==> config.mk <==
export PLATFORM = sky130hd
export DESIGN_NAME = trap_ctrl
export DESIGN_NICKNAME = d
export VERILOG_FILES = /design/src/rtl/trap_ctrl.sv
export SDC_FILE = /design/constraint.sdc
export NUM_CORES = 1
export LEC_CHECK = 0
export CAP_MARGIN = 20
export CORE_AREA = 2 2 207 209
export DETAILED_ROUTE_END_ITERATION = 6
export DIE_AREA = 0 0 209 211
export GPL_TIMING_DRIVEN = 0
export PLACE_DENSITY = 0.64
export RECOVER_POWER = 100
export SLEW_MARGIN = 20
export SYNTH_ARGS = -nofsm -noshare
export SYNTH_HDL_FRONTEND = slang
export SYNTH_SLANG_ARGS = --single-unit
==> constraint.sdc <==
create_clock -name clk -period 2.5 [get_ports clk]
set_input_delay 0.375 -clock clk [delete_from_list [all_inputs] [get_ports clk]]
set_output_delay 0.375 -clock clk [all_outputs]
set_load 0.02 [all_outputs]
==> src/rtl/trap_ctrl.sv <==
// Trap sequencer: flushes the pipeline, writes mepc/mcause/mstatus in order,
// then issues a one-cycle fetch redirect to the trap vector or to mepc.
module trap_ctrl #(
    parameter int unsigned XLEN = 64
) (
    input  logic            clk,
    input  logic            rst_n,
    input  logic            exc_valid_i,
    input  logic [3:0]      exc_code_i,
    input  logic [XLEN-1:0] exc_pc_i,
    input  logic            mret_i,
    input  logic            irq_timer_i,
    input  logic [XLEN-1:0] irq_pc_i,
    input  logic [XLEN-1:0] mstatus_i,
    input  logic [XLEN-1:0] mie_i,
    input  logic [XLEN-1:0] mtvec_i,
    input  logic [XLEN-1:0] mepc_i,
    output logic            csr_we_o,
    output logic [11:0]     csr_addr_o,
    output logic [XLEN-1:0] csr_wdata_o,
    output logic            flush_o,
    output logic            stall_o,
    output logic            redirect_valid_o,
    output logic [XLEN-1:0] redirect_pc_o,
    output logic            busy_o
);

    localparam int unsigned EPCW = XLEN - 2;
    localparam logic [11:0] ADDR_MSTATUS = 12'h300;
    localparam logic [11:0] ADDR_MEPC    = 12'h341;
    localparam logic [11:0] ADDR_MCAUSE  = 12'h342;

    typedef enum logic [2:0] {
        S_IDLE,
        S_FLUSH,
        S_W_MEPC,
        S_W_MCAUSE,
        S_W_MSTATUS,
        S_REDIRECT
    } state_t;

    typedef enum logic [1:0] {
        K_EXC,
        K_IRQ,
        K_MRET
    } kind_t;

    state_t          state_q, state_d;
    kind_t           kind_q, kind_d;
    logic [EPCW-1:0] epc_q, epc_d;
    logic [XLEN-1:0] cause_q, cause_d;

    logic            csr_we_d;
    logic [11:0]     csr_addr_d;
    logic [XLEN-1:0] csr_wdata_d;
    logic            flush_d;
    logic            stall_d;
    logic            redirect_valid_d;
    logic [XLEN-1:0] redirect_pc_d;
    logic            busy_d;

    logic            irq_pending;
    logic [XLEN-1:0] trap_base;
    logic [XLEN-1:0] mstatus_next;

    // Low pc bits are always forced to zero and only MTIE is used from mie.
    logic unused_bits;
    assign unused_bits = ^{exc_pc_i[1:0], irq_pc_i[1:0], mepc_i[1:0],
                           mie_i[XLEN-1:8], mie_i[6:0]};

    assign irq_pending = irq_timer_i & mstatus_i[3] & mie_i[7];
    assign trap_base   = {mtvec_i[XLEN-1:2], 2'b00};

    // mstatus update for trap entry or mret
    always_comb begin
        mstatus_next        = mstatus_i;
        mstatus_next[12:11] = 2'b11;
        if (kind_q == K_MRET) begin
            mstatus_next[3] = mstatus_i[7];
            mstatus_next[7] = 1'b1;
        end else begin
            mstatus_next[7] = mstatus_i[3];
            mstatus_next[3] = 1'b0;
        end
    end

    always_ff @(posedge clk or negedge rst_n) begin
        if (!rst_n) begin
            state_q <= S_IDLE;
            kind_q  <= K_EXC;
            epc_q   <= '0;
            cause_q <= '0;
        end else begin
            state_q <= state_d;
            kind_q  <= kind_d;
            epc_q   <= epc_d;
            cause_q <= cause_d;
        end
    end

    // Next state, event latch, and the outputs belonging to the next state
    always_comb begin
        state_d          = state_q;
        kind_d           = kind_q;
        epc_d            = epc_q;
        cause_d          = cause_q;
        csr_we_d         = 1'b0;
        csr_addr_d       = '0;
        csr_wdata_d      = '0;
        flush_d          = 1'b0;
        redirect_valid_d = 1'b0;
        redirect_pc_d    = '0;

        case (state_q)
            S_IDLE: begin
                if (exc_valid_i) begin
                    state_d = S_FLUSH;
                    kind_d  = K_EXC;
                    epc_d   = exc_pc_i[XLEN-1:2];
                    cause_d = XLEN'(exc_code_i);
                end else if (mret_i) begin
                    state_d = S_FLUSH;
                    kind_d  = K_MRET;
                end else if (irq_pending) begin
                    state_d = S_FLUSH;
                    kind_d  = K_IRQ;
                    epc_d   = irq_pc_i[XLEN-1:2];
                    cause_d = {1'b1, (XLEN-1)'(7)};
                end
            end
            S_FLUSH:     state_d = (kind_q == K_MRET) ? S_W_MSTATUS : S_W_MEPC;
            S_W_MEPC:    state_d = S_W_MCAUSE;
            S_W_MCAUSE:  state_d = S_W_MSTATUS;
            S_W_MSTATUS: state_d = S_REDIRECT;
            S_REDIRECT:  state_d = S_IDLE;
            default:     state_d = S_IDLE;
        endcase

        case (state_d)
            S_FLUSH: flush_d = 1'b1;
            S_W_MEPC: begin
                csr_we_d    = 1'b1;
                csr_addr_d  = ADDR_MEPC;
                csr_wdata_d = {epc_q, 2'b00};
            end
            S_W_MCAUSE: begin
                csr_we_d    = 1'b1;
                csr_addr_d  = ADDR_MCAUSE;
                csr_wdata_d = cause_q;
            end
            S_W_MSTATUS: begin
                csr_we_d    = 1'b1;
                csr_addr_d  = ADDR_MSTATUS;
                csr_wdata_d = mstatus_next;
            end
            S_REDIRECT: begin
                redirect_valid_d = 1'b1;
                if (kind_q == K_MRET)
                    redirect_pc_d = {mepc_i[XLEN-1:2], 2'b00};
                else if (kind_q == K_IRQ && mtvec_i[1:0] == 2'b01)
                    redirect_pc_d = trap_base + XLEN'(28);
                else
                    redirect_pc_d = trap_base;
            end
            default: ;
        endcase

        stall_d = (state_d != S_IDLE);
        busy_d  = (state_d != S_IDLE);
    end

    always_ff @(posedge clk or negedge rst_n) begin
        if (!rst_n) begin
            csr_we_o         <= 1'b0;
            csr_addr_o       <= '0;
            csr_wdata_o      <= '0;
            flush_o          <= 1'b0;
            stall_o          <= 1'b0;
            redirect_valid_o <= 1'b0;
            redirect_pc_o    <= '0;
            busy_o           <= 1'b0;
        end else begin
            csr_we_o         <= csr_we_d;
            csr_addr_o       <= csr_addr_d;
            csr_wdata_o      <= csr_wdata_d;
            flush_o          <= flush_d;
            stall_o          <= stall_d;
            redirect_valid_o <= redirect_valid_d;
            redirect_pc_o    <= redirect_pc_d;
            busy_o           <= busy_d;
        end
    end

endmodule

Word-level counts from Yosys, hierarchy flattened. Index checks and enable logic that the tools add are counted.

Mux-type cells: 24. Equal/unequal tests: 13. Reduce and logical (&&, ||, !) cells: 8. Bitwise operators: 2. $add $sub $neg: 1.

Operators by type and width (count): $mux W64 (6); $pmux W64 S3 (1); $mux W62 (3); $add A64 B5 Y64 const B (1); $pmux W10 S3 (1); $pmux W3 S5 (1); $eq A3 B2 Y1 const B (4); $mux W3 (4); $eq A3 B3 Y1 const B (3); $eq A3 B1 Y1 const B (2); $mux W2 (3); $reduce_bool A3 Y1 (2); $mux W1 (5); $eq A2 B1 Y1 const B (2); $logic_not A3 Y1 (1); $reduce_and A3 Y1 (1); $reduce_or A3 Y1 (1); $and A1 B1 Y1 (2); $eq A2 B2 Y1 const B (1); $ne A2 B2 Y1 const B (1); $reduce_and A2 Y1 (1); $reduce_bool A2 Y1 (1); $logic_and A1 B1 Y1 (1).

Input bits: 393. Output and inout port bits: 145. Flip-flop bits (word level): 275.

Longest topological paths before layout.
Depth in word-level cells: 9. Gate-level depth with buffers: 9.

Least setup slack after synthesis. Ideal clock, no wire load.

Path type: input-to-reg. From: input mtvec_i[1]. To: register redirect_pc_o[39]. Required time: 2.418 ns. Path buffers: 0. Setup time: 0.082 ns. Data arrival time: 2.199 ns. Path slack: 0.219 ns. Stages on the path: 5. Path through: nand4bb_4 > or4_4 > or4_4 > or4_1 > a31oi_1.

Cells in the longest elaborated chain, start to end: 5.

Ends and longest elaborated chain: from (decl) (line 16) `input logic [XLEN-1:0] mtvec_i,`; $eq A2 B1 Y1 (line 160) `else if (kind_q == K_IRQ && mtvec_i[1:0] == 2'b01)`; $logic_and A1 B1 Y1 (line 160); $mux W64 (line 160); $mux W64 (line 158) `if (kind_q == K_MRET)`; $mux W64 (line 139) `case (state_d)`; named net redirect_pc_d[39] (line 59) `logic [XLEN-1:0] redirect_pc_d;`; to (signal assigned) (line 189) `redirect_pc_o <= redirect_pc_d;`; to (decl) (line 24) `output logic [XLEN-1:0] redirect_pc_o,`.

The timed path passes the listed nets, and every way through them passes these cells. A chain may end at the register's enable or synchronous reset.

Worst setup path in the final report.
From: register kind_q[1]. To: register redirect_pc_o[57].

Cells in the longest elaborated chain, start to end: 5.

Ends and longest elaborated chain: from (decl) (line 49) `kind_t kind_q, kind_d;`; from (signal assigned) (line 95) `kind_q <= kind_d;`; $eq A2 B2 Y1 or $eq A2 B1 Y1 (tied branches) (line 131, 158, 160); $mux W3 or $logic_and A1 B1 Y1 (tied branches) (line 131, 160); $pmux W3 S5 or $mux W64 (tied branches) (line 114, 160); $eq A3 B3 Y1 or $mux W64 (tied branches) (line 139, 158); $mux W64 (*) (line 139); named net redirect_pc_d[57] (line 59).

Mark *: on every way through the listed nets, which the timed path passes. The rest lies on a longest branch.

==> summary by stage <==
Run status
The flow ran to the end, and the final reports show no timing, DRC or antenna violations.

Logic synthesis
Counting flops and latches in the post-synthesis netlist gives 205. The count of flip-flops with a built-in enable after synthesis is 0. The share of flip-flops with an asynchronous set or reset after synthesis is 100%. The number of cells produced by synthesis is 900. In the synthesized netlist the dominant register cell turns out to be dfrtp_1. After synthesis the cells add up to between 9000 and 10000 um^2. The distinct cell type count of the synthesized netlist is 52.

A synthesized cell averages about 11 um^2. Summing the sequential cell areas from Yosys gives a little over half of the chip area. Yosys printed 0 warnings.

Critical path
The source of the worst register-to-register timing path is kind_q[1]. Of all nets on the critical path, the largest fanout is 10. The worst-path cell with the longest stage delay is or4_4.

Data on the critical path is required at its endpoint by 2890 ps. The number of cells on the worst reg-to-reg path is 7. The worst setup path is launched from a flip-flop.

The startpoint of the worst setup timing path is kind_q[1]. For flop-to-flop paths, the worst setup slack is 40 ps. The signal on the critical path passes through nand4bb_4 -> or4_4 -> or4_4 -> buf_12 -> nor3b_4 -> xnor2_2 -> a21oi_1. In this design, the stage delay of the slowest critical-path cell is 540 ps. STA classifies the critical path endpoint as a flip-flop. The worst register-to-register path ends at redirect_pc_o[57]. The setup path with the least slack is of type reg -> reg.

For the worst setup path, the data arrival time is 2850 ps. The cell with the most instances on the worst path is or4_4.

Placed design
The HPWL reported at the end of detailed placement is 32.5 mm. The final RePlAce weighted congestion is 0.909. The count of buffers from port buffering is 456. The number of cells in the design after placement is around 1900.

Before CTS, the worst setup slack after placement is -1120 ps.

Detailed routing
The detailed router placed 9218 vias in this run. Using the TritonRoute via totals, the vias-per-cell ratio works out to around 4.7. The remaining design rule violation count is 0. The remaining number of nets flagged by the antenna check after routing is 0. The first TritonRoute pass finished after 7 iterations. The post-detailed-route wirelength per cell is 21.5 um. Wires add up to 42.2 mm. The detailed router finished its first iteration with 541 violations.

Hold path
The worst hold path was traced through 3 stages. For hold timing, the worst endpoint is redirect_pc_o[50]. The type of the tightest min-delay check is in -> reg.

The worst hold path begins at mepc_i[50].

Floorplanning
The overall die area is roughly 44000 um^2. The initial utilization of the core area, before any placement, comes to 22.6%. The die is 209 um wide. Measured along the y axis, the die boundary spans 211 um. The total area inside the core boundary comes to 41800 um^2. Pin placement for this block handled around 540 I/O pins. The floorplan has 75 rows.

Final layout
Of the cells placed in the final design, the portion with a size suffix greater than 1 is 8.02%. In the layout the commonest cells are clkdlybuf4s50_1 (319), dfrtp_1 (204), dlygate4sd3_1 (137). The relative area change from synthesis to final layout is 67.9%.

Counting the fill cells in the layout gives between 4000 and 5000. Leaving out fill and tap cells, the most frequent cell in the layout is clkdlybuf4s50_1. The number of nets in the layout is 1798.

The final standard cell count with taps included and fillers excluded is between 1500 and 2000.

STA
The worst-case clock skew is roughly 8.7 ps. The worst pin sits at a relative slew slack of roughly 1.8%. The worst path setup slack after routing is 35.9 ps. The worst-margin pin slew is 1470 ps. Setup repair after global routing could not meet its margin everywhere. In the finished design, the share of the clock period the worst path needs comes to 98.6%. The clock period could shrink to 2460 ps. Setup violations remaining at the end of the flow were counted as 0.

The final hold violation count is 0. The fmax is 0.406 GHz. The number of max-slew violations in the final report is 0.

Clocking
The clock-pin slew on the worst setup and hold paths is 60 ps. No sink is reached through more buffers than the 3 on the longest clock path. In this run the clock root is driven by a clkbuf_16.

The number of H-tree branching levels is 1. The clock latency reported for the late side of the worst-skew pair is 530 ps. The TritonCTS clock tree is built.

For this design, the sink count on the clock tree is 205. The number of buffers inserted during clock tree synthesis is 24.

Power and ir drop
The analysis attributes to cell leakage a power of a little over 7 nW. The power density normalized to cell area is 939 nW/um^2. The largest vdd supply drop is roughly 0.46 mV.

The sum of internal, switching and leakage power is approximately 15 mW.

Global routing
Global routing consumed, on the met1 layer, 20.8% of the routing resources. Global routing finished with a remaining overflow of 0. met2 is the most crowded layer.

The initial antenna violation count came to 4. The first global-routing pass estimated 61.0 mm of wire. The met2 track utilization from global routing is between 30% and 40%. The met3 demand-to-capacity share in global routing is under 10%. The number of global-route vias before repair came to 9675.

The maximum number of pins on one net before global-route repair is 85. For this run, the total global-route usage over all layers was measured as 18.6%.

Job
The max-capacitance violation count is 0.
-- critical path, delay by kind of cell (launching register included) --
family          cells  cell delay (ps)
compound gates      1               90
xor+xnor            1              160
buf+inv             1              180
flops               1              410
simple gates        4             1460
-- registers in the layout (all words and copies together) (netlist names) --
signal,count
csr_wdata_o,64
epc_q,62
redirect_pc_o,62
cause_q,5
csr_addr_o,4
state_q,3
kind_q,2
busy_o,1
flush_o,1
redirect_valid_o,1
-- logic make-up after synthesis --
kind of cell             after synthesis  synth area share (%)
AO/OA/AOI/OAI                        250                  16.6
flip-flops                           205                  54.3
XOR/XNOR                              54                  5.00
other                                  1                0.0397
adder cells (fa/ha/maj)                1                 0.132
multiplexers                          63                  6.67
buffers and inverters                 84                  3.90
AND/OR/NAND/NOR                      242                  13.4
-- Yosys cell counts, drive strengths merged, types with 2 or more instances --
cell type | instances | area share [%]
a21o | 2 | 0.16
a21oi | 39 | 2.1
a22o | 59 | 5.5
a211oi | 13 | 1.0
nor2b | 3 | 0.20
nand4 | 16 | 1.1
nor4 | 6 | 0.69
o211ai | 2 | 0.16
and3 | 16 | 1.1
nand2b | 2 | 0.13
or4 | 4 | 0.40
nor2 | 34 | 1.4
o31ai | 4 | 0.32
o21ai | 118 | 6.2
clkbuf | 55 | 2.2
xnor2 | 23 | 2.1
buf | 19 | 1.3
nand3 | 20 | 1.1
dfrtp | 205 | 54
a311oi | 5 | 0.46
a31oi | 2 | 0.13
mux2i | 63 | 6.7
inv | 10 | 0.40
nand2 | 103 | 4.1
nand4b | 2 | 0.19
and4 | 8 | 0.74
a222oi | 2 | 0.21
xor2 | 31 | 2.9
nor3b | 5 | 0.56
or3 | 8 | 0.53
nor3 | 9 | 0.58
-- routing by layer --
metal	up-vias	part of all wire (%)	wire [um]
li1	4215	-	-
met1	4439	38	16200
met2	480	50	21200
met3	80	8.1	3410
met4	4	3.2	1370
met5	-	0.057	24
-- worst max path at each step --
| stage | endpoint | slack, ps | cells after the start |
|---|---|---|---|
| 2_1_floorplan | redirect_pc_o[39] | 220 | 5 |
| 3_3_place_gp | csr_wdata_o[40] | -7980 | 1 |
| 3_5_place_dp | csr_wdata_o[21] | -1120 | 6 |
| 4_1_cts | redirect_pc_o[39] | -20 | 5 |
| 5_1_grt | redirect_pc_o[57] | -70 | 7 |
| 6_report | redirect_pc_o[57] | 40 | 7 |
-- cell type report --
type                    count  area (um^2)  area share (%)
inverters                  10         37.5           0.236
well taps                 539          674            4.25
clock buffers              35          723            4.56
flip-flops and latches    205         5130            32.3
repair buffers            472         4690            29.5
diodes                      2         5.00          0.0315
plain buffers              72          369            2.33
multi-input cells         619         4100            25.8
clock inverters             9          145           0.914
-- power by group --
| group | internal, mW | leakage, nW | total (mW) | switching [mW] |
|---|---|---|---|---|
| clock network | 2.41 | 0.432 | 3.85 | 1.45 |
| registers | 4.54 | 2.70 | 5.05 | 0.508 |
| logic | 2.42 | 3.98 | 6.01 | 3.59 |
| total | 9.37 | 7.11 | 14.9 | 5.54 |
-- stage by stage --
stage | cell area (um^2) | setup TNS (ps) | hold slack, ps | utilization (%)
after floorplan | 9480 | 0 | 79.4 | -
after global placement | 14700 | -1761280 | 457 | 35.3
after detailed placement | 14800 | -121610 | 342 | 35.4
after CTS | 15800 | -18.9 | 357 | 37.8
after global routing | 15900 | -1750 | 420 | 38.0
final | 15900 | 0 | 429 | 38.0
-- repair_timing --
action	CTS	global route
gates cloned	0	0
hold buffers	1	0
setup buffers	7	5
endpoints found under the hold margin	55	0
pin swaps	5	5
gates resized for setup	25	32
endpoints found under the setup margin	149	143
Note: power is estimated with default switching activity, not from simulation.
